[config.mk]
export PLATFORM = sky130hd
export DESIGN_NAME = frame_sequencer_flat
export DESIGN_NICKNAME = d
export VERILOG_FILES = /design/src/rtl/frame_seq_pkg.sv /design/src/rtl/frame_sequencer_if.sv /design/src/rtl/clear_sweeper.sv /design/src/rtl/frame_sequencer.sv /design/src/flat_wrapper.sv
export SDC_FILE = /design/constraint.sdc
export NUM_CORES = 1
export LEC_CHECK = 0
export ABC_AREA = 1
export CORE_UTILIZATION = 48
export DETAILED_ROUTE_END_ITERATION = 16
export PLACE_DENSITY = 0.86
export SLEW_MARGIN = 0
export SYNTH_ARGS = -nofsm -noshare
export SYNTH_HDL_FRONTEND = slang
export SYNTH_SLANG_ARGS = --single-unit
[constraint.sdc]
create_clock -name clk_in -period 2.8 [get_ports clk_in]
set_input_delay 0.28 -clock clk_in [delete_from_list [all_inputs] [get_ports clk_in]]
set_output_delay 0.28 -clock clk_in [all_outputs]
set_load 0.05 [all_outputs]
[src/rtl/frame_seq_pkg.sv]
// frame_seq_pkg: shared types and constants for the frame sequencer.
// State encoding, far-plane depth helper and drain length.
package frame_seq_pkg;

  typedef enum logic [2:0] {
    ST_IDLE  = 3'd0,
    ST_CLEAR = 3'd1,
    ST_DRAW  = 3'd2,
    ST_DRAIN = 3'd3,
    ST_SWAP  = 3'd4
  } state_e;

  // Extra cycle past the writer latency so the last
  // tested write has fully retired before the swap.
  localparam int unsigned DRAIN_SLACK = 1;

  function automatic int unsigned drain_len(
    input int unsigned pipe_latency
  );
    return pipe_latency + DRAIN_SLACK;
  endfunction

  // All-ones depth of the given width (farthest value).
  function automatic logic [63:0] depth_far(
    input int unsigned w
  );
    return (64'd1 << w) - 64'd1;
  endfunction

endpackage

[src/rtl/frame_sequencer_if.sv]
// frame_sequencer_if: rasterizer handshake and depth-writer request bus.
// master = sequencer side, slave = rasterizer/depth-writer side.
interface frame_sequencer_if #(
  parameter int FB_BIT_WIDTH    = 16,
  parameter int DEPTH_BIT_WIDTH = 16,
  parameter int FB_ADDR_WIDTH   = 17
);

  logic                       rast_valid_in;
  logic                       rast_ready_out;
  logic [FB_ADDR_WIDTH-1:0]   rast_addr_in;
  logic [FB_BIT_WIDTH-1:0]    rast_color_in;
  logic [DEPTH_BIT_WIDTH-1:0] rast_depth_in;
  logic                       rast_done_in;
  logic                       rast_start_out;

  logic                       drawing_out;
  logic                       fb_we_out;
  logic                       dp_we_out;
  logic                       dp_re_out;
  logic                       fb_front_out;
  logic [FB_ADDR_WIDTH-1:0]   fb_write_out;
  logic [FB_BIT_WIDTH-1:0]    fb_value_out;
  logic [FB_ADDR_WIDTH-1:0]   dp_write_out;
  logic [DEPTH_BIT_WIDTH-1:0] dp_value_out;

  modport master (
    input  rast_valid_in,
    input  rast_addr_in,
    input  rast_color_in,
    input  rast_depth_in,
    input  rast_done_in,
    output rast_ready_out,
    output rast_start_out,
    output drawing_out,
    output fb_we_out,
    output dp_we_out,
    output dp_re_out,
    output fb_front_out,
    output fb_write_out,
    output fb_value_out,
    output dp_write_out,
    output dp_value_out
  );

  modport slave (
    output rast_valid_in,
    output rast_addr_in,
    output rast_color_in,
    output rast_depth_in,
    output rast_done_in,
    input  rast_ready_out,
    input  rast_start_out,
    input  drawing_out,
    input  fb_we_out,
    input  dp_we_out,
    input  dp_re_out,
    input  fb_front_out,
    input  fb_write_out,
    input  fb_value_out,
    input  dp_write_out,
    input  dp_value_out
  );

endinterface

[src/rtl/clear_sweeper.sv]
// clear_sweeper: pixel address counter for the CLEAR sweep.
// start_in loads 0, en_in advances; saturates at SIZE-1 (last_out).
module clear_sweeper #(
  parameter int ADDR_W = 17,
  parameter int SIZE   = 76800
) (
  input  logic              clk_in,
  input  logic              rst_in,
  input  logic              start_in,
  input  logic              en_in,
  output logic [ADDR_W-1:0] addr_out,
  output logic              last_out
);

  localparam logic [ADDR_W-1:0] LAST = ADDR_W'(SIZE - 1);

  logic [ADDR_W-1:0] cnt_q;
  logic [ADDR_W-1:0] cnt_d;

  assign addr_out = cnt_q;
  assign last_out = (cnt_q == LAST);

  always_comb begin
    cnt_d = cnt_q;
    if (start_in) begin
      cnt_d = '0;
    end else if (en_in && !last_out) begin
      cnt_d = cnt_q + 1'b1;
    end
  end

  always_ff @(posedge clk_in) begin
    if (!rst_in) begin
      cnt_q <= '0;
    end else begin
      cnt_q <= cnt_d;
    end
  end

endmodule

[src/rtl/frame_sequencer.sv]
// frame_sequencer: per-frame CLEAR/DRAW/DRAIN/SWAP controller.
// Ports: clk/rst, vsync frame_start, bus (master), busy/done/overrun.
module frame_sequencer
  import frame_seq_pkg::*;
#(
  parameter int FB_BIT_WIDTH    = 16,
  parameter int DEPTH_BIT_WIDTH = 16,
  parameter int FB_ADDR_WIDTH   = 17,
  parameter int FB_SIZE         = 76800,
  parameter int PIPE_LATENCY    = 4,
  parameter logic [FB_BIT_WIDTH-1:0] CLEAR_COLOR = '0
) (
  input  logic clk_in,
  input  logic rst_in,
  input  logic frame_start_in,
  frame_sequencer_if.master bus,
  output logic busy_out,
  output logic frame_done_out,
  output logic overrun_out
);

  localparam int DRAIN_CYCLES = int'(drain_len(PIPE_LATENCY));
  localparam int DRN_W = $clog2(DRAIN_CYCLES + 1);
  localparam logic [DRN_W-1:0] DRN_LAST = DRN_W'(DRAIN_CYCLES - 1);
  localparam logic [DEPTH_BIT_WIDTH-1:0] DEPTH_FAR =
    DEPTH_BIT_WIDTH'(depth_far(DEPTH_BIT_WIDTH));

  if (longint'(FB_SIZE) > (longint'(1) << FB_ADDR_WIDTH)) begin : g_chk
    $error("FB_SIZE does not fit in FB_ADDR_WIDTH");
  end

  state_e state_q, state_d;
  logic [DRN_W-1:0] drain_q, drain_d;

  logic ready_q, ready_d;
  logic start_q, start_d;
  logic drawing_q, drawing_d;
  logic we_q, we_d;
  logic re_q, re_d;
  logic front_q, front_d;
  logic busy_q, busy_d;
  logic done_q, done_d;
  logic ovr_q, ovr_d;
  logic [FB_ADDR_WIDTH-1:0] addr_q, addr_d;
  logic [FB_BIT_WIDTH-1:0] fbv_q, fbv_d;
  logic [DEPTH_BIT_WIDTH-1:0] dpv_q, dpv_d;

  logic sweep_start;
  logic sweep_en;
  logic sweep_last;
  logic [FB_ADDR_WIDTH-1:0] sweep_addr;

  clear_sweeper #(
    .ADDR_W (FB_ADDR_WIDTH),
    .SIZE   (FB_SIZE)
  ) u_sweep (
    .clk_in   (clk_in),
    .rst_in   (rst_in),
    .start_in (sweep_start),
    .en_in    (sweep_en),
    .addr_out (sweep_addr),
    .last_out (sweep_last)
  );

  always_comb begin
    state_d     = state_q;
    drain_d     = drain_q;
    sweep_start = 1'b0;
    sweep_en    = 1'b0;
    unique case (state_q)
      ST_IDLE: begin
        if (frame_start_in) begin
          state_d     = ST_CLEAR;
          sweep_start = 1'b1;
        end
      end
      ST_CLEAR: begin
        sweep_en = 1'b1;
        if (sweep_last) state_d = ST_DRAW;
      end
      ST_DRAW: begin
        drain_d = '0;
        if (bus.rast_done_in) state_d = ST_DRAIN;
      end
      ST_DRAIN: begin
        if (drain_q == DRN_LAST) begin
          state_d = ST_SWAP;
        end else begin
          drain_d = drain_q + 1'b1;
        end
      end
      ST_SWAP: state_d = ST_IDLE;
      default: state_d = ST_IDLE;
    endcase
  end

  logic clr_px;
  logic accept;

  assign clr_px = (state_q == ST_CLEAR);
  assign accept = (state_q == ST_DRAW) && ready_q
                  && bus.rast_valid_in;

  // Handshake/status flags track the next state so they line
  // up with it; pixel fields are a registered copy of this cycle.
  always_comb begin
    ready_d   = (state_d == ST_DRAW);
    busy_d    = (state_d != ST_IDLE);
    done_d    = (state_d == ST_SWAP);
    front_d   = front_q ^ done_d;
    start_d   = clr_px && sweep_last;
    ovr_d     = frame_start_in && (state_q != ST_IDLE);
    drawing_d = (state_q == ST_DRAW) || (state_q == ST_DRAIN);
    we_d      = clr_px || accept;
    re_d      = accept;
    addr_d    = addr_q;
    fbv_d     = fbv_q;
    dpv_d     = dpv_q;
    unique case (1'b1)
      clr_px: begin
        addr_d = sweep_addr;
        fbv_d  = CLEAR_COLOR;
        dpv_d  = DEPTH_FAR;
      end
      accept: begin
        addr_d = bus.rast_addr_in;
        fbv_d  = bus.rast_color_in;
        dpv_d  = bus.rast_depth_in;
      end
      default: ;
    endcase
  end

  always_ff @(posedge clk_in) begin
    if (!rst_in) begin
      state_q   <= ST_IDLE;
      drain_q   <= '0;
      ready_q   <= 1'b0;
      start_q   <= 1'b0;
      drawing_q <= 1'b0;
      we_q      <= 1'b0;
      re_q      <= 1'b0;
      front_q   <= 1'b0;
      busy_q    <= 1'b0;
      done_q    <= 1'b0;
      ovr_q     <= 1'b0;
      addr_q    <= '0;
      fbv_q     <= '0;
      dpv_q     <= '0;
    end else begin
      state_q   <= state_d;
      drain_q   <= drain_d;
      ready_q   <= ready_d;
      start_q   <= start_d;
      drawing_q <= drawing_d;
      we_q      <= we_d;
      re_q      <= re_d;
      front_q   <= front_d;
      busy_q    <= busy_d;
      done_q    <= done_d;
      ovr_q     <= ovr_d;
      addr_q    <= addr_d;
      fbv_q     <= fbv_d;
      dpv_q     <= dpv_d;
    end
  end

  assign bus.rast_ready_out = ready_q;
  assign bus.rast_start_out = start_q;
  assign bus.drawing_out    = drawing_q;
  assign bus.fb_we_out      = we_q;
  assign bus.dp_we_out      = we_q;
  assign bus.dp_re_out      = re_q;
  assign bus.fb_front_out   = front_q;
  assign bus.fb_write_out   = addr_q;
  assign bus.dp_write_out   = addr_q;
  assign bus.fb_value_out   = fbv_q;
  assign bus.dp_value_out   = dpv_q;
  assign busy_out           = busy_q;
  assign frame_done_out     = done_q;
  assign overrun_out        = ovr_q;

endmodule

[src/flat_wrapper.sv]
// flat-port wrapper written by rule: the top's interface ports become plain ports
module frame_sequencer_flat import frame_seq_pkg::*;
#(
  parameter int FB_BIT_WIDTH    = 16,
  parameter int DEPTH_BIT_WIDTH = 16,
  parameter int FB_ADDR_WIDTH   = 17,
  parameter int FB_SIZE         = 76800,
  parameter int PIPE_LATENCY    = 4,
  parameter logic [FB_BIT_WIDTH-1:0] CLEAR_COLOR = '0
)
  (clk_in, rst_in, frame_start_in, busy_out, frame_done_out, overrun_out, bus_rast_valid_in, bus_rast_addr_in, bus_rast_color_in, bus_rast_depth_in, bus_rast_done_in, bus_rast_ready_out, bus_rast_start_out, bus_drawing_out, bus_fb_we_out, bus_dp_we_out, bus_dp_re_out, bus_fb_front_out, bus_fb_write_out, bus_fb_value_out, bus_dp_write_out, bus_dp_value_out);
  frame_sequencer_if #(.FB_BIT_WIDTH(FB_BIT_WIDTH), .DEPTH_BIT_WIDTH(DEPTH_BIT_WIDTH), .FB_ADDR_WIDTH(FB_ADDR_WIDTH)) bus_i ();
  input  logic clk_in;
  input  logic rst_in;
  input  logic frame_start_in;
  output logic busy_out;
  output logic frame_done_out;
  output logic overrun_out;
  input wire logic [$bits(bus_i.rast_valid_in)-1:0] bus_rast_valid_in;
  input wire logic [$bits(bus_i.rast_addr_in)-1:0] bus_rast_addr_in;
  input wire logic [$bits(bus_i.rast_color_in)-1:0] bus_rast_color_in;
  input wire logic [$bits(bus_i.rast_depth_in)-1:0] bus_rast_depth_in;
  input wire logic [$bits(bus_i.rast_done_in)-1:0] bus_rast_done_in;
  output wire logic [$bits(bus_i.rast_ready_out)-1:0] bus_rast_ready_out;
  output wire logic [$bits(bus_i.rast_start_out)-1:0] bus_rast_start_out;
  output wire logic [$bits(bus_i.drawing_out)-1:0] bus_drawing_out;
  output wire logic [$bits(bus_i.fb_we_out)-1:0] bus_fb_we_out;
  output wire logic [$bits(bus_i.dp_we_out)-1:0] bus_dp_we_out;
  output wire logic [$bits(bus_i.dp_re_out)-1:0] bus_dp_re_out;
  output wire logic [$bits(bus_i.fb_front_out)-1:0] bus_fb_front_out;
  output wire logic [$bits(bus_i.fb_write_out)-1:0] bus_fb_write_out;
  output wire logic [$bits(bus_i.fb_value_out)-1:0] bus_fb_value_out;
  output wire logic [$bits(bus_i.dp_write_out)-1:0] bus_dp_write_out;
  output wire logic [$bits(bus_i.dp_value_out)-1:0] bus_dp_value_out;
  assign bus_i.rast_valid_in = bus_rast_valid_in;
  assign bus_i.rast_addr_in = bus_rast_addr_in;
  assign bus_i.rast_color_in = bus_rast_color_in;
  assign bus_i.rast_depth_in = bus_rast_depth_in;
  assign bus_i.rast_done_in = bus_rast_done_in;
  assign bus_rast_ready_out = bus_i.rast_ready_out;
  assign bus_rast_start_out = bus_i.rast_start_out;
  assign bus_drawing_out = bus_i.drawing_out;
  assign bus_fb_we_out = bus_i.fb_we_out;
  assign bus_dp_we_out = bus_i.dp_we_out;
  assign bus_dp_re_out = bus_i.dp_re_out;
  assign bus_fb_front_out = bus_i.fb_front_out;
  assign bus_fb_write_out = bus_i.fb_write_out;
  assign bus_fb_value_out = bus_i.fb_value_out;
  assign bus_dp_write_out = bus_i.dp_write_out;
  assign bus_dp_value_out = bus_i.dp_value_out;
  frame_sequencer #(.FB_BIT_WIDTH(FB_BIT_WIDTH), .DEPTH_BIT_WIDTH(DEPTH_BIT_WIDTH), .FB_ADDR_WIDTH(FB_ADDR_WIDTH), .FB_SIZE(FB_SIZE), .PIPE_LATENCY(PIPE_LATENCY), .CLEAR_COLOR(CLEAR_COLOR)) u_core (.clk_in(clk_in), .rst_in(rst_in), .frame_start_in(frame_start_in), .bus(bus_i), .busy_out(busy_out), .frame_done_out(frame_done_out), .overrun_out(overrun_out));
endmodule
==> flow_metrics.env, run 1 <==
export IMPL_status="finished, final reports clean"
export IMPL_cts_buffers=9
export IMPL_antenna_found_initial=0
export IMPL_routedWlPerCell_um=13.9
export IMPL_power_density_nw_per_um2=493
export IMPL_die_w_um=88.3
export IMPL_wl_met3_um=640
export IMPL_drc=0
export IMPL_path_buf_inv=3
export IMPL_drt_initial_drc_count=182
export IMPL_synth_warning_count=0
export IMPL_hold_path_class="primary input to register"
export IMPL_cts_tree="done"
export IMPL_track_usage=0.254
export IMPL_path_common_cell="nor2_1"
export IMPL_avgSynthCellArea_sq_um=7.11
export IMPL_grt_pass1_wl_um=15400
export IMPL_area_delta_synth_final_pct=39.8
export IMPL_io_pins=130
export IMPL_worstPathArrival_ps=2180
export IMPL_post_cts_buffers=0
export IMPL_drt_pass1_iterations=5
export IMPL_vdd_drop_max_v=0.000353
export IMPL_p_leak_uw=0.00186
export IMPL_place_congestion=0.891
export IMPL_path_class="register to register"
export IMPL_setup_viol=0
export IMPL_cp_slowest_stage_delay_ps=410
export IMPL_detail_route_antenna_nets=0
export IMPL_synth_simple_area_share=0.334
export IMPL_synth_top_family_by_area="simple AND/OR/NAND/NOR gates"
export IMPL_routed_top_layer="met4"
export IMPL_synthCells=503
export IMPL_clk_pin_slew_ps=90
export IMPL_vias=3668
export IMPL_post_route_min_period_ps=1920
export IMPL_synth_compound_area_frac=0.0927
export IMPL_wl_met2_um=4980
export IMPL_hold_buffers=0
export IMPL_start_util=0.496
export IMPL_switching_share=0.265
export IMPL_post_dp_hpwl_um=7080
export IMPL_insertedDiodeCount=0
export IMPL_clkSinkCount=81
export IMPL_synth_area_sq_um=3580
export IMPL_gr_total_overflow=0
export IMPL_viasPerCell=5.14
export IMPL_cts_root_buf="clkbuf_8"
export IMPL_drv_slew=0
export IMPL_crit_family="simple AND/OR/NAND/NOR gates"
export IMPL_hold_viol_final=0
export IMPL_tightestPinTransition_ps=814
export IMPL_ys_types=31
export IMPL_fin_crit_sh=0.686
export IMPL_finalClockSkew_ps=8.83
export IMPL_seqPwrFrac=0.484
export IMPL_synth_fa_ha_area_frac=0.0105
export IMPL_p_int_uw=1810
export IMPL_grt_pass1_vias=3396
export IMPL_design_core_area_sq_um=7210
export IMPL_pwr_share_comb=0.130
export IMPL_wirelength_um=9910
export IMPL_die_h_um=88.3
export IMPL_p_total_uw=2470
export IMPL_synth_xor_area_share=0.00979
export IMPL_timing_hold_ws_ps=457
export IMPL_rsz0062_at_grt="no"
export IMPL_cap_violations=0
export IMPL_crit_slowest_cell="dfxtp_1"
export IMPL_htree_levels=3
export IMPL_clk_path_buf_depth=2
export IMPL_dpl_cell_count=698
export IMPL_tns_ps=0
export IMPL_grt_max_degree=38
export IMPL_drive_above_1_share=0.0602
export IMPL_fin_cells=714
export IMPL_max_freq_mhz=521
export IMPL_end_kind="register"
export IMPL_synthMuxAreaShare=0
export IMPL_crit_chain="inv_1 -> nand2_1 -> nor3_2 -> nor2_2 -> buf_4 -> inv_2 -> nor2_1 -> nor2_1"
export IMPL_io_buffers=129
export IMPL_synth_seq_cells=81
export IMPL_cp_max_fo=26
export IMPL_clock_latency_ps=360
export IMPL_start_kind="register"
export IMPL_met1_length_um=3980
export IMPL_slew_headroom=0.454
export IMPL_yosysSeqAreaShare=0.453
export IMPL_cts_resized=0
export IMPL_p_sw_uw=653
export IMPL_nets=667
export IMPL_synth_nets=560
export IMPL_num_rows=31
export IMPL_worstPathRequired_ps=3060
export IMPL_clkPwrFrac=0.386
export IMPL_dieArea_sq_um=7800
[state kept, by name, summed over array words and instances, names as in the netlist]
name and flops:
u_core.overrun_out 1, u_core.bus.dp_write_out 17, u_core.busy_out 1, u_core.bus.dp_value_out 16
u_core.bus.fb_value_out 16, u_core.bus.dp_we_out 1, u_core.state_q 3, u_core.bus.dp_re_out 1
u_core.bus.drawing_out 1, u_core.u_sweep.addr_out 17, u_core.bus.rast_start_out 1, u_core.frame_done_out 1
u_core.bus.fb_front_out 1, u_core.bus.rast_ready_out 1, u_core.drain_q 3
[layout by cell type (no fill, tap or decap), drive strengths merged, types with 2 or more instances in the layout]
master / Yosys / routed
inv: 29 / 30
o21ai: 21 / 21
xnor2: 2 / 2
clkdlybuf4s50: 0 / 129
a31oi: 17 / 17
nor2: 71 / 71
nand3: 35 / 35
nand4: 7 / 7
nand2: 169 / 169
ha: 3 / 3
clkbuf: 8 / 10
clkinv: 2 / 4
dfxtp: 81 / 81
nor3: 3 / 3
buf: 29 / 4
a21oi: 21 / 21
bufinv: 0 / 2
xor2: 2 / 2
[per-stage QoR]
step                       util  instance area, sq um  setup WS (ps)
after floorplan               -                  3580           1180
after global placement    0.663                  4780            847
after detailed placement  0.663                  4780            720
after CTS                 0.693                  5000            876
after global routing      0.693                  5000            713
final                     0.693                  5000            879
[power groups by stage]
| stage | combinational [uW] | sequential, uW | clock [uW] |
|---|---|---|---|
| finish | 321 | 1190 | 952 |
| global route | 341 | 1200 | 1000 |
| CTS | 319 | 1190 | 951 |
| detailed placement | 315 | 1220 | 0 |
| global placement | 310 | 1220 | 0 |
| floorplan | 96.8 | 1300 | 0 |
[layout make-up]
type                       instances  area, sq um
fill                             562         2210
sequential                        81         1620
multi-input combinational        354         1600
timing repair buffer             133         1320
clock buffer                      10          128
tap                               99          124
inverter                          31          118
clock inverter                     6         90.1
[worst reg2reg max path: stages, from the launching register on]
cell and delay (ps):
dfxtp_1 410, inv_1 80, nand2_1 150, nor3_2 70
nor2_2 310, buf_4 360, inv_2 200, nor2_1 180
nor2_1 60
[synthesized netlist by cell type]
cell type	instances	area, sq um
a31oi_1	17	106
or2_2	1	6.26
nand3_1	35	175
clkbuf_2	1	5.00
buf_1	1	3.75
clkbuf_1	7	26.3
buf_6	2	22.5
nand2_1	166	623
buf_2	5	25.0
a211oi_1	1	7.51
nor2_1	65	244
nor2_4	1	11.3
ha_1	3	37.5
clkinv_2	1	5.00
nor3_2	1	10.0
nand2_4	2	22.5
buf_4	21	158
inv_2	5	18.8
o21ai_0	21	105
a21oi_1	21	105
xnor2_1	2	17.5
clkinv_1	1	3.75
inv_1	24	90.1
nand4_1	7	43.8
o21bai_1	1	7.51
nand2_2	1	6.26
nor3_1	1	5.00
dfxtp_1	81	1620
xor2_1	2	17.5
nor2_2	5	31.3
nor3_4	1	16.3
[cell families after synthesis]
| family | Yosys count |
|---|---|
| and+or+nand+nor | 286 |
| AOI/OAI and AO/OA | 61 |
| xor gates and xnor gates | 4 |
| DFF | 81 |
| adders and majority gates | 3 |
| buffers and inverters | 68 |
[worst paths after layout]
path	to	cells after the start	slack (ps)	startpoint
worst max-delay path	u_core.bus.dp_value_out[5]	8	880	u_core.state_q[2]
worst min-delay path	u_core.bus.fb_value_out[5]	3	460	bus_rast_color_in[5]
worst max register to register	u_core.bus.dp_value_out[5]	8	880	u_core.state_q[2]
worst min register to register	u_core.bus.fb_front_out	2	470	u_core.bus.fb_front_out
[layer usage]
layer	track usage	vias to the layer above
met5	0	-
met4	0.119	0
met3	0.0522	27
li1	-	1810
met1	0.295	1689
met2	0.446	142
Power figures use the tool's default switching activity.
==> run 2: changes to the inputs <==
- CORE_UTILIZATION: 48 -> 45
- PLACE_DENSITY: 0.86 -> 0.82
- clock period: 2.8 -> 1.8 ns (I/O delays scaled with it)
==> flow_metrics.env, run 2 (synthesized netlist as in run 1, its figures left out) <==
export IMPL_start_kind="register"
export IMPL_post_route_min_period_ps=1750
export IMPL_p_total_uw=3880
export IMPL_max_freq_mhz=573
export IMPL_clkSinkCount=81
export IMPL_tightestPinTransition_ps=533
export IMPL_viasPerCell=4.96
export IMPL_worstHoldStart="bus_rast_color_in[14]"
export IMPL_cp_slowest_stage_delay_ps=840
export IMPL_grt_pass1_vias=3349
export IMPL_worstSetupStartpoint="u_core.bus.dp_write_out[1]"
export IMPL_vias=3629
export IMPL_gr_total_overflow=0
export IMPL_cts_buffers=9
export IMPL_grt_max_degree=24
export IMPL_cts_root_buf="clkbuf_8"
export IMPL_htree_levels=3
export IMPL_most_common_layout_cells="nand2_1 (166), clkdlybuf4s50_1 (128), dfxtp_1 (81), nor2_1 (65), nand3_1 (35)"
export IMPL_rsz0062_at_grt="no"
export IMPL_die_h_um=91.2
export IMPL_drt_initial_drc_count=135
export IMPL_cts_resized=0
export IMPL_cts_tree="done"
export IMPL_path_buf_inv=1
export IMPL_hold_path_class="primary input to register"
export IMPL_start_util=0.463
export IMPL_layout_setup_ws_ps=54.7
export IMPL_drt_pass1_iterations=5
export IMPL_p_leak_uw=0.00196
export IMPL_track_usage=0.234
export IMPL_worstPathArrival_ps=1570
export IMPL_insertedDiodeCount=0
export IMPL_design_core_area_sq_um=7730
export IMPL_final_common_cell="nand2_1"
export IMPL_worstPathRequired_ps=1620
export IMPL_detail_route_antenna_nets=0
export IMPL_place_congestion=0.915
export IMPL_post_dp_hpwl_um=7280
export IMPL_r2r_start="u_core.u_sweep.addr_out[1]"
export IMPL_timing_hold_ws_ps=380
export IMPL_grt_pass1_wl_um=15600
export IMPL_post_cts_buffers=0
export IMPL_clk_pin_slew_ps=80
export IMPL_end_kind="primary output"
export IMPL_crit_slowest_cell="clkdlybuf4s50_1"
export IMPL_routedWlPerCell_um=13.0
export IMPL_hold_buffers=0
export IMPL_io_buffers=129
export IMPL_finalClockSkew_ps=6.96
export IMPL_pre_cts_ws_ps=41.4
export IMPL_crit_family="buffers and inverters"
export IMPL_io_pins=130
export IMPL_cap_violations=0
export IMPL_num_rows=32
export IMPL_clk_path_buf_depth=2
export IMPL_setup_viol=0
export IMPL_nets=681
export IMPL_hold_viol_final=0
export IMPL_drv_slew=0
export IMPL_slew_headroom=0.644
export IMPL_die_w_um=91.2
export IMPL_wirelength_um=9520
export IMPL_dieArea_sq_um=8310
export IMPL_clock_latency_ps=350
export IMPL_area_delta_synth_final_pct=44.0
export IMPL_antenna_found_initial=0
export IMPL_tns_ps=0
export IMPL_drc=0
export IMPL_status="finished, final reports clean"
export IMPL_crit_chain="clkdlybuf4s50_1"
export IMPL_power_density_nw_per_um2=754
export IMPL_vdd_drop_max_v=0.000453
export IMPL_fin_crit_sh=0.970
export IMPL_cp_max_fo=3
export IMPL_path_class="register to primary output"
export IMPL_drive_above_1_share=0.0827
==> run 2: final timing paths <==
kind | end | slack (ps) | cells past startpoint
worst max register to register | u_core.busy_out | 180 | 10
worst min register to register | u_core.bus.fb_value_out[2] | 470 | 2
worst max-delay path | bus_fb_write_out[1] | 50 | 1
worst min-delay path | u_core.bus.fb_value_out[14] | 380 | 3
==> run 2: per-stage QoR <==
| step | area (sq um) | cells | util |
|---|---|---|---|
| floorplan | 3580 | 503 | - |
| global placement | 4900 | 715 | 0.635 |
| detailed placement | 4900 | 715 | 0.635 |
| CTS | 5140 | 731 | 0.665 |
| global route | 5150 | 731 | 0.667 |
| finish | 5150 | 731 | 0.667 |
==> run 2: layer usage <==
layer / global-route usage / vias up / share of wire
met5: 0 / - / 0
met4: 0.0939 / 0 / 0.023
met3: 0.0419 / 20 / 0.055
met2: 0.394 / 133 / 0.48
met1: 0.296 / 1644 / 0.44
li1: - / 1832 / -
==> run 2: cell type report <==
class,instances,area [sq um]
inverters,31,119
well taps,102,128
clock inverters,5,85.1
flip-flops and latches,81,1620
multi-input cells,354,1600
clock buffers,11,151
fillers,636,2570
repair buffers,147,1450
==> run 2: power breakdown <==
group / internal (uW) / switching (uW) / total, uW
Clock: 864 / 651 / 1510
Combinational: 220 / 296 / 516
Sequential: 1830 / 22.6 / 1850
Total: 2910 / 970 / 3880
